--- src/rtl/pipeline_ctrl.sv ---
// pipeline_ctrl
//   Central in-order pipeline controller. Owns the per-stage valid bits,
//   the IDLE/RUN/DRAIN/DONE sequencing and the stall/bubble/flush decisions
//   (load-use, branch operand dependence, variable-latency data memory).
//   It drives the PC and pipeline-register load enables.
//
//   Build option: define STALL_COUNTER_EN to keep the stall-cycle counter.
//   Without it the counter register is removed and stallCount reads 0.
//   The port list is the same either way.
//
// Ports
//   clk, rstN            clock, synchronous active-low reset
//   startProcess         start request (IDLE/DONE -> RUN)
//   haltID               ID holds the end-of-program marker
//   flushReq             taken jump/branch resolved in ID
//   branchID             ID instruction reads registers for branch/jalr
//   rs1ID/rs2ID          ID source registers
//   rs1UsedID/rs2UsedID  source register actually read
//   rdEX, regWriteEX,    EX destination and control bits
//   memReadEX
//   rdMem, memReadMem    MEM destination and load flag
//   memReqMem,           MEM access request and memory ready
//   memReadyMem
//   stageEn              bit0 = PC write enable, bit i = load enable of the
//                        register feeding stage i (combinational)
//   stageValid           valid bit per stage (registered)
//   bubbleEX             zero control bits entering EX (combinational)
//   running              state is RUN or DRAIN (combinational)
//   endProcess           program finished, high only in DONE (registered)
//   stallCount           cycles with any stall, saturating (registered)
module pipeline_ctrl #(
   parameter int unsigned NUM_STAGES = 5,
   parameter int unsigned MEM_STAGE  = 3,
   parameter int unsigned REG_SIZE   = 5,
   parameter int unsigned CNT_WIDTH  = 16
) (
   input  logic                  clk,
   input  logic                  rstN,
   input  logic                  startProcess,
   input  logic                  haltID,
   input  logic                  flushReq,
   input  logic                  branchID,
   input  logic [REG_SIZE-1:0]   rs1ID,
   input  logic [REG_SIZE-1:0]   rs2ID,
   input  logic                  rs1UsedID,
   input  logic                  rs2UsedID,
   input  logic [REG_SIZE-1:0]   rdEX,
   input  logic                  regWriteEX,
   input  logic                  memReadEX,
   input  logic [REG_SIZE-1:0]   rdMem,
   input  logic                  memReadMem,
   input  logic                  memReqMem,
   input  logic                  memReadyMem,
   output logic [NUM_STAGES-1:0] stageEn,
   output logic [NUM_STAGES-1:0] stageValid,
   output logic                  bubbleEX,
   output logic                  running,
   output logic                  endProcess,
   output logic [CNT_WIDTH-1:0]  stallCount
);

   typedef enum logic [1:0] {S_IDLE, S_RUN, S_DRAIN, S_DONE} state_t;

   state_t                r_state, w_nextState;
   logic [NUM_STAGES-1:0] r_valid, w_nextValid;
   logic                  r_end;

   logic w_depEX, w_depMem;
   logic w_memStall, w_loadUse, w_brHaz, w_idStall, w_stall, w_running;

   // Register x0 never creates a dependence.
   assign w_depEX  = (rdEX != '0) &&
                     ((rs1UsedID && (rs1ID == rdEX)) || (rs2UsedID && (rs2ID == rdEX)));
   assign w_depMem = (rdMem != '0) &&
                     ((rs1UsedID && (rs1ID == rdMem)) || (rs2UsedID && (rs2ID == rdMem)));

   assign w_memStall = r_valid[MEM_STAGE] & memReqMem & ~memReadyMem;
   assign w_loadUse  = r_valid[1] & r_valid[2] & memReadEX & w_depEX;
   assign w_brHaz    = r_valid[1] & branchID &
                       ((regWriteEX & r_valid[2] & w_depEX) |
                        (memReadMem & r_valid[MEM_STAGE] & w_depMem));
   assign w_idStall  = (w_loadUse | w_brHaz) & ~w_memStall;
   assign w_stall    = w_memStall | w_idStall;
   assign w_running  = (r_state == S_RUN) || (r_state == S_DRAIN);

   // Next state and combinational outputs
   always_comb begin
      w_nextState = r_state;
      stageEn     = '0;
      bubbleEX    = 1'b1;
      case (r_state)
         S_IDLE:  if (startProcess) w_nextState = S_RUN;
         S_RUN:   if (r_valid[1] && haltID && !w_stall) w_nextState = S_DRAIN;
         S_DRAIN: if (r_valid == '0) w_nextState = S_DONE;
         S_DONE:  if (startProcess) w_nextState = S_RUN;
         default: w_nextState = S_IDLE;
      endcase
      if (w_running) begin
         bubbleEX = w_idStall;
         for (int unsigned i = 0; i < NUM_STAGES; i++) begin
            if (w_memStall)     stageEn[i] = (i > MEM_STAGE);
            else if (w_idStall) stageEn[i] = (i > 1);
            else                stageEn[i] = 1'b1;
         end
      end
   end

   // Valid-bit movement: stages at or behind the stalled stage hold, the
   // slot just past it takes a bubble, everything further ahead advances.
   always_comb begin
      w_nextValid = '0;
      if (w_running) begin
         for (int unsigned i = 1; i < NUM_STAGES; i++) begin
            if (w_memStall)
               w_nextValid[i] = (i <= MEM_STAGE) ? r_valid[i] :
                                (i == MEM_STAGE + 1) ? 1'b0 : r_valid[i-1];
            else if (w_idStall)
               w_nextValid[i] = (i <= 1) ? r_valid[i] :
                                (i == 2) ? 1'b0 : r_valid[i-1];
            else
               w_nextValid[i] = r_valid[i-1];
         end
         if (!w_stall && flushReq) w_nextValid[1] = 1'b0;
      end
      w_nextValid[0] = (w_nextState == S_RUN);
   end

   always_ff @(posedge clk) begin
      if (!rstN) begin
         r_state <= S_IDLE;
         r_valid <= '0;
         r_end   <= 1'b0;
      end else begin
         r_state <= w_nextState;
         r_valid <= w_nextValid;
         r_end   <= (w_nextState == S_DONE);
      end
   end

`ifdef STALL_COUNTER_EN
   logic [CNT_WIDTH-1:0] r_stallCnt;

   always_ff @(posedge clk) begin
      if (!rstN)
         r_stallCnt <= '0;
      else if (((r_state == S_IDLE) || (r_state == S_DONE)) && (w_nextState == S_RUN))
         r_stallCnt <= '0;
      else if (w_running && w_stall && (r_stallCnt != '1))
         r_stallCnt <= r_stallCnt + 1'b1;
   end

   assign stallCount = r_stallCnt;
`else
   assign stallCount = '0;
`endif

   assign stageValid = r_valid;
   assign running    = w_running;
   assign endProcess = r_end;

endmodule

--- config.mk ---
export PLATFORM = sky130hd
export DESIGN_NAME = pipeline_ctrl
export DESIGN_NICKNAME = d
export VERILOG_FILES = /design/src/rtl/pipeline_ctrl.sv
export SDC_FILE = /design/constraint.sdc
export NUM_CORES = 1
export LEC_CHECK = 0
export BUFFER_PORTS_ARGS = -buffer_cell sky130_fd_sc_hd__buf_2
export CAP_MARGIN = 20
export CORE_MARGIN = 2
export CORE_UTILIZATION = 30
export DETAILED_ROUTE_END_ITERATION = 10
export PLACE_DENSITY = 0.77
export SLEW_MARGIN = 40
export SYNTH_ARGS = -nofsm -noshare
export SYNTH_HDL_FRONTEND = slang
export SYNTH_SLANG_ARGS = --single-unit
--- constraint.sdc ---
create_clock -name clk -period 1.6 [get_ports clk]
set_input_delay 0.16 -clock clk [delete_from_list [all_inputs] [get_ports clk]]
set_output_delay 0.16 -clock clk [all_outputs]
set_load 0.02 [all_outputs]
==> run summary, run 1 <==
===========================================================================================
Status                                                                         complete, but fails checks
Violations in the final reports                                                negative setup slack
Static Leak                                                                     0.000545 uW
Drt via density                                                                        4.58
Layout-stage area growth over the synthesis result                                    43.0%
Max Cap Violations                                                                        0
Combinational family with the most area after synthesis                        XOR/XNOR gates
Launch point of the worst hold path                                                    rstN
Most instantiated flip-flop cell in the synthesis netlist                      sky130_fd_sc_hd__dfxtp_1
Worst setup margin                                                               -0.0772 ns
Y dimension of the die                                                              56.8 um
Count of endpoints failing setup in the final report                                      2
Cell types with the highest counts after synthesis                             20 x sky130_fd_sc_hd__xnor2_1, 19 x sky130_fd_sc_hd__buf_4, 13 x sky130_fd_sc_hd__nand2_1
Worst-path fanout max                                                                     2
Area of the die                                                                   3230 um^2
Num CTS Buffers                                                                           3
Total DRC errors in the routed layout                                                     0
Library cell occupying the most area in the post-synthesis netlist             sky130_fd_sc_hd__xnor2_1
Nets@finish                                                                             201
Routed Wire Length                                                                  2200 um
Shortest period the worst path allows                                               1.68 ns
Met2 WL                                                                             1170 um
Crit path max-delay cell type                                                  sky130_fd_sc_hd__or4_4
Synthesis Warnings                                                                        0
Multiplexer area fraction after synthesis                                             1.20%
Post-synthesis share of cell area spent on xor and xnor gates                         20.9%
Yosys reg bits                                                                            8
Category of the worst setup path capture point                                  output port
Area fraction in and, or, nand and nor cells after synthesis                          20.5%
H-tree depth                                                                              1
Pwr Density                                                                     698 nW/um^2
Mean post-synth cell area                                                         7.54 um^2
Ant. Diodes                                                                               0
Seq/Total Area, Yosys                                                                 19.1%
Dominant cells by area after synthesis                                         sky130_fd_sc_hd__xnor2_1 21%, sky130_fd_sc_hd__dfxtp_1 19%, sky130_fd_sc_hd__buf_4 17%
CTS tree                                                                              built
Placer Congestion                                                                     0.871
Final setup skew                                                                 0.00783 ns
Number of global-route vias before repair                                               874
Synth Area in Adders                                                                  2.99%
Compound-Gate Fraction of Synth Area                                                  15.1%
Number of pins exceeding their max-slew limit in the final report                         0
Worst path max stage delay                                                          0.54 ns
Fin. Hold Viols                                                                           0
Uppermost routed layer                                                                 met3
Number of port buffers                                                                   45
Number of placement rows                                                                 19
Met3 layer wire length in the routed design                                          136 um
Boundary pin count                                                                       62
Yosys cell types                                                                         25
Crit path DAT                                                                       1.52 ns
Routed via count                                                                        893
Largest vdd supply drop                                                          0.000631 V
Cell mode on critical path                                                     sky130_fd_sc_hd__buf_6
Detailed-routing iteration count for the pre-antenna-repair pass                          6
Share of flip-flops with an asynchronous set or reset                                    0%
Kind of path behind the tightest hold check                                          in2reg
Wire length the detailed router placed on met1                                       892 um
Cell Chain, Critical Path                                                      buf_6 > or4_4 > nor2_4 > nor3_2 > a22o_2 > nor3_4 > buf_6
Maximum clock frequency                                                             596 MHz
Clock Sink Count                                                                          8
Number of antenna violations at the first check in global routing                         0
Final core utilization                                                                44.2%
Crit path kind                                                                       in2out
Synthesized instance count                                                              111
Horizontal extent of the die                                                        56.8 um
WL/cell                                                                             11.3 um
Data required, critical path                                                        1.44 ns
First-pass GRT wire length                                                          3570 um
Root Driver                                                                    sky130_fd_sc_hd__clkbuf_4
Total global-route track usage                                                        13.7%
Core Area                                                                         2710 um^2
Initial core utilization                                                              30.9%
Setup repair after global routing missed its margin                                    true
Launching element type of the critical path                                      input port
Most numerous cell in the Yosys netlist                                        sky130_fd_sc_hd__xnor2_1
Clock insertion delay at the later pin of the skew report                           0.26 ns
Startpoint of the worst-slack reg-to-reg timing path                             r_state[0]
Congestion Overflow GR                                                                    0
Summed instance area of the synthesized netlist                                    837 um^2
Share of layout cells above drive strength 1                                          43.9%
Critical Path Start                                                                 rdEX[1]
Post-detail-place hpwl                                                              1790 um
Maximum buffer depth of the clock tree                                                    2
Clock-pin slew on the worst setup and hold paths                                    0.06 ns
Total Negative Setup Slacks                                                       -0.154 ns
Antenna violation net count after detailed routing                                        0
Number of design-rule violations left by the first detailed-router iteration             28
Share of the synthesized area in the top cell type                                    20.9%
Post-synth EDFFs                                                                          0
Share of the clock period used by the worst path                                       105%
Maximum number of pins on one net before global-route repair                             10
===========================================================================================
-- per-stage QoR --
| stage | cells | cell area (um^2) | power (uW) | worst slack [ns] | hold WS [ns] |
|---|---|---|---|---|---|
| global placement | 191 | 1090 | 623 | -0.123 | 0.438 |
| detailed placement | 191 | 1090 | 629 | -0.149 | 0.441 |
| CTS | 195 | 1150 | 812 | -0.0982 | 0.164 |
| floorplan | 126 | 905 | 527 | -0.0878 | 0.269 |
| global route | 195 | 1200 | 886 | -0.138 | 0.191 |
| finish | 195 | 1200 | 836 | -0.0772 | 0.179 |
-- metal layers --
metal | vias to the layer above | global-route usage (%)
met5 | - | 0
met2 | 31 | 24.6
met1 | 408 | 16.0
li1 | 454 | -
met4 | 0 | 3.32
met3 | 0 | 3.69
-- power by group --
group          switching [uW]  internal [uW]
clock network            71.1           86.0
registers                7.99            213
logic                     261            196
-- layout by cell type, fill, tap and decap left out, types with 3 or more instances in the layout --
cell type                  synthesis  final
sky130_fd_sc_hd__a21oi_1           5      4
sky130_fd_sc_hd__clkbuf_4          0      3
sky130_fd_sc_hd__nand2_1          13     13
sky130_fd_sc_hd__o22ai_1           5      4
sky130_fd_sc_hd__nand4_1           7      7
sky130_fd_sc_hd__inv_1             6      6
sky130_fd_sc_hd__buf_2             0     39
sky130_fd_sc_hd__dfxtp_1           8      5
sky130_fd_sc_hd__conb_1            1     16
sky130_fd_sc_hd__xnor2_1          20     20
sky130_fd_sc_hd__buf_6             0      4
sky130_fd_sc_hd__dfxtp_2           0      3
sky130_fd_sc_hd__nor3_1            5      3
sky130_fd_sc_hd__nor2_1            7      6
sky130_fd_sc_hd__buf_4            19     11
-- critical path: cells and delay by family --
family	cells	cell delay, ns
AO/OA/AOI/OAI	1	0.29
AND/OR/NAND/NOR	4	0.83
buffers and inverters	2	0.23
-- area by class of cell --
cell class                      instances  area (um^2)
Clock buffer                            3         22.5
Fill cell                             295         1510
Inverter                                6         22.5
Multi-Input combinational cell         93          627
Tap cell                               31         38.8
Sequential cell                         8          164
Timing Repair Buffer                   54          323
-- kinds of logic (layout without fill, tap and decap cells) --
kind of cell	Yosys count	after routing
mux	1	1
simple gates	36	36
other cells	1	16
buf+inv	25	63
flops	8	8
xor+xnor	20	20
fa+ha+maj	2	2
compound gates	18	18
-- state kept, by name, indices dropped and copies added, names as in the netlist --
signal      cells
r_state         2
endProcess      1
stageValid      5
-- final timing paths --
path	slack, ns	endpoint	depth (start not counted)
worst max-delay path	-0.08	stageEn[0]	7
worst min-delay path	0.18	r_state[1]	3
worst max register to register	0.13	endProcess	7
worst min register to register	0.47	stageValid[4]	2
-- repair_timing --
item                                    4_1_cts  5_1_grt
cloned                                        0        0
resized for setup                            11       10
endpoints found under the setup margin        4        9
setup buffers                                 1        0
pin swaps                                     1        1
hold buffers                                  0        0
Note: power is estimated with default switching activity, not from simulation.
==> inputs of run 2 (changes only) <==
--- a/config.mk
+++ b/config.mk
@@ -5,12 +5,13 @@
 export SDC_FILE = /design/constraint.sdc
 export NUM_CORES = 1
 export LEC_CHECK = 0
+export ABC_AREA = 1
 export BUFFER_PORTS_ARGS = -buffer_cell sky130_fd_sc_hd__buf_2
 export CAP_MARGIN = 20
 export CORE_MARGIN = 2
-export CORE_UTILIZATION = 30
+export CORE_UTILIZATION = 39
 export DETAILED_ROUTE_END_ITERATION = 10
-export PLACE_DENSITY = 0.77
+export PLACE_DENSITY = 0.89
 export SLEW_MARGIN = 40
 export SYNTH_ARGS = -nofsm -noshare
 export SYNTH_HDL_FRONTEND = slang
==> run 2 against run 1 <==
Against the previous run:
- the flow now finishes without violations
- first-iteration DRC count is 7.1% lower
- sequential share of layout area is 0.45 points lower
- utilization is 7.0 points higher
- clock skew is 0.0040 ns lower
- sequential cell count stayed put
- total power is 68% higher
- register-to-register slack better by 0.06 ns
- global-route usage is 2.1 points higher
- critical endpoint unchanged
- highest routed layer is now met4
==> run summary, run 2 <==
===========================================================================================
Status                                                                         finished clean   was complete, but fails checks
Largest vdd supply drop                                                           0.00117 V   was 0.000631 V
Share of the synthesized area in the top cell type                                    22.1%   was 20.9%
Launching element type of the critical path                                        register   was input port
Share of flip-flops with an asynchronous set or reset                                    0%   unchanged
Worst setup margin                                                                0.0826 ns   was -0.0772 ns
Category of the worst setup path capture point                                  output port   unchanged
Number of design-rule violations left by the first detailed-router iteration             26   was 28
Relative contribution of the clock network to total power                             11.2%   was 18.8%
Pwr Density                                                                    1120 nW/um^2   was 698 nW/um^2
Summed instance area of the synthesized netlist                                   1000 um^2   was 837 um^2
Share of the clock period used by the worst path                                      94.8%   was 105%
Data required, critical path                                                        1.44 ns   about the same
Congestion Overflow GR                                                                    0   unchanged
Power share of the combinational group                                                69.6%   was 54.8%
Num CTS Buffers                                                                           3   unchanged
Post-detail-place hpwl                                                              2030 um   was 1790 um
Worst Setup Slack post-DPL                                                         0.146 ns   was -0.149 ns
Clock-pin slew on the worst setup and hold paths                                    0.06 ns   about the same
Boundary pin count                                                                       62   unchanged
WL/cell                                                                             8.90 um   was 11.3 um
Shortest period the worst path allows                                               1.52 ns   was 1.68 ns
Overall power                                                                       1410 uW   was 836 uW
Count of endpoints failing setup in the final report                                      0   was 2
Post-synth EDFFs                                                                          0   unchanged
Static Leak                                                                     0.000820 uW   was 0.000545 uW
Max Cap Violations                                                                        0   unchanged
Placer Congestion                                                                     0.858   was 0.871
Number of global-route vias before repair                                               873   was 874
Sw frac                                                                               51.7%   was 40.7%
Library cell occupying the most area in the post-synthesis netlist             sky130_fd_sc_hd__nand2_1   was sky130_fd_sc_hd__xnor2_1
Number of pins exceeding their max-slew limit in the final report                         0   unchanged
Initial core utilization                                                              40.8%   was 30.9%
Antenna violation net count after detailed routing                                        0   unchanged
Layout-stage area growth over the synthesis result                                    25.6%   was 43.0%
Depth of the worst register-to-register path                                              6   was 7
Setup repair after global routing missed its margin                                    true   unchanged
Maximum buffer depth of the clock tree                                                    2   unchanged
Horizontal extent of the die                                                        54.7 um   was 56.8 um
Nets@finish                                                                             272   was 201
H-tree depth                                                                              1   unchanged
Cell types with the highest counts after synthesis                             59 x sky130_fd_sc_hd__nand2_1, 28 x sky130_fd_sc_hd__inv_1, 25 x sky130_fd_sc_hd__nor2_1   was 20 x sky130_fd_sc_hd__xnor2_1, 19 x sky130_fd_sc_hd__buf_4, 13 x sky130_fd_sc_hd__nand2_1
Routed Wire Length                                                                  2360 um   was 2200 um
Drt via density                                                                        4.40   was 4.58
First-pass GRT wire length                                                          3440 um   was 3570 um
Yosys cell types                                                                         21   was 25
Switching power                                                                      728 uW   was 340 uW
Highest-count cells in the layout ignoring fill and taps                       57 x sky130_fd_sc_hd__nand2_1, 42 x sky130_fd_sc_hd__buf_2, 28 x sky130_fd_sc_hd__inv_1   was 39 x sky130_fd_sc_hd__buf_2, 20 x sky130_fd_sc_hd__xnor2_1, 16 x sky130_fd_sc_hd__conb_1
Most frequent standard cell in the layout excluding fill and tap cells         sky130_fd_sc_hd__nand2_1   was sky130_fd_sc_hd__buf_2
Share of layout cells above drive strength 1                                          33.2%   was 43.9%
Final setup skew                                                                 0.00383 ns   was 0.00783 ns
Mean post-synth cell area                                                         5.32 um^2   was 7.54 um^2
Clock insertion delay at the later pin of the skew report                           0.26 ns   about the same
Fin. Hold Viols                                                                           0   unchanged
Hold-critical path depth                                                                  3   unchanged
Detailed-routing iteration count for the pre-antenna-repair pass                          5   was 6
Kind of path behind the tightest hold check                                          in2reg   unchanged
Max FFs per register                                                                      5   unchanged
Ant. Diodes                                                                               0   unchanged
Crit path kind                                                                      reg2out   was in2out
DP Area                                                                           1180 um^2   was 1090 um^2
Number of antenna violations at the first check in global routing                         0   unchanged
Total global-route track usage                                                        15.8%   was 13.7%
Number of port buffers                                                                   45   unchanged
Synthesized instance count                                                              188   was 111
Core Area                                                                         2450 um^2   was 2710 um^2
Total DRC errors in the routed layout                                                     0   unchanged
Crit path DAT                                                                       1.36 ns   was 1.52 ns
Layout Cell Area excl Fill                                                        1260 um^2   was 1200 um^2
Total internal power                                                                 680 uW   was 495 uW
Maximum number of pins on one net before global-route repair                              6   was 10
Filler cell count in the final layout                                                   265   was 295
Synthesis Warnings                                                                        0   unchanged
Root Driver                                                                    sky130_fd_sc_hd__clkbuf_4   unchanged
Y dimension of the die                                                              54.7 um   was 56.8 um
Worst-path fanout max                                                                     5   was 2
Yosys reg bits                                                                            8   unchanged
Most instantiated flip-flop cell in the synthesis netlist                      sky130_fd_sc_hd__dfxtp_1   unchanged
CTS tree                                                                              built   unchanged
Number of placement rows                                                                 18   was 19
Dominant cells by area after synthesis                                         sky130_fd_sc_hd__nand2_1 22%, sky130_fd_sc_hd__dfxtp_1 16%, sky130_fd_sc_hd__buf_4 14%   was sky130_fd_sc_hd__xnor2_1 21%, sky130_fd_sc_hd__dfxtp_1 19%, sky130_fd_sc_hd__buf_4 17%
Most numerous cell in the Yosys netlist                                        sky130_fd_sc_hd__nand2_1   was sky130_fd_sc_hd__xnor2_1
Maximum clock frequency                                                             659 MHz   was 596 MHz
Seq/Total Area, Yosys                                                                 16.0%   was 19.1%
Routed via count                                                                       1167   was 893
Fraction of power consumed by sequential logic                                        19.2%   was 26.4%
Clock Sink Count                                                                          8   unchanged
Area of the die                                                                   2990 um^2   was 3230 um^2
===========================================================================================
[run 2: cell count changes after synthesis, moves of 5 or more]
cell	change
sky130_fd_sc_hd__xnor2_1	-20
sky130_fd_sc_hd__nand2_2	+5
sky130_fd_sc_hd__nand3_1	+8
sky130_fd_sc_hd__inv_1	+22
sky130_fd_sc_hd__inv_2	+9
sky130_fd_sc_hd__nand4_1	-6
sky130_fd_sc_hd__nand2_1	+46
sky130_fd_sc_hd__o21ai_1	+6
sky130_fd_sc_hd__nor2_1	+18
sky130_fd_sc_hd__o22ai_1	-5
[run 2: area by class of cell]
cell class,count,area (um^2),area share [%]
sequential,8,166,13.2
timing repair buffer,48,259,20.6
inverter,37,139,11.0
clock buffer,3,22.5,1.79
multi-input combinational,139,633,50.3
tap,30,37.5,2.99
[run 2: kinds of logic after synthesis]
| family | synth area share [%] |
|---|---|
| fa+ha+maj | 2.50 |
| flops | 16.0 |
| other cells | 0.375 |
| buf+inv | 28.1 |
| compound gates | 7.25 |
| simple gates | 45.8 |
[run 2: layer usage]
metal	global-route usage [%]	wire length, um
met4	7.08	24
met3	1.37	221
met2	25.2	1060
met5	0	0
met1	21.3	1050
[run 2: stage by stage]
step | utilization [%] | TNS, ns | instances | hold WS (ns)
detailed placement | 48.3 | 0 | 260 | 0.403
CTS | 49.3 | 0 | 263 | 0.138
global placement | 48.3 | 0 | 260 | 0.403
floorplan | - | 0 | 203 | 0.270
finish | 51.2 | 0 | 265 | 0.144
global route | 51.2 | -0.0241 | 265 | 0.148
[run 2: worst paths after layout]
kind,slack [ns],start,endpoint
worst max-delay path,0.08,stageValid[1],stageEn[0]
worst min-delay path,0.14,rstN,r_state[0]
worst max register to register,0.19,r_state[0],endProcess
worst min register to register,0.52,stageValid[3],stageValid[4]
[run 2: worst max-delay path, cell delays in order (launching register included)]
cell and delay [ns]:
sky130_fd_sc_hd__dfxtp_4 0.37, sky130_fd_sc_hd__inv_2 0.05, sky130_fd_sc_hd__nor3_2 0.15, sky130_fd_sc_hd__o21ai_1 0.08, sky130_fd_sc_hd__inv_1 0.06, sky130_fd_sc_hd__nand2_2 0.07
sky130_fd_sc_hd__nand3_2 0.11, sky130_fd_sc_hd__nor2_2 0.05, sky130_fd_sc_hd__buf_4 0.16
[run 2: repair_timing]
action | in CTS | in global routing
endpoints found under the setup margin | 3 | 10
hold buffers | 0 | 0
buffers inserted | 0 | 2
pin swaps | 0 | 1
gates resized for setup | 2 | 11
hold endpoints to repair | 0 | 0
[run 2: power groups by stage]
stage               combinational, uW  clock (uW)  sequential [uW]
finish                            980         157              270
global placement                  870           0              271
CTS                               890         159              268
global route                     1080         174              278
detailed placement                887           0              272
floorplan                         710           0              288
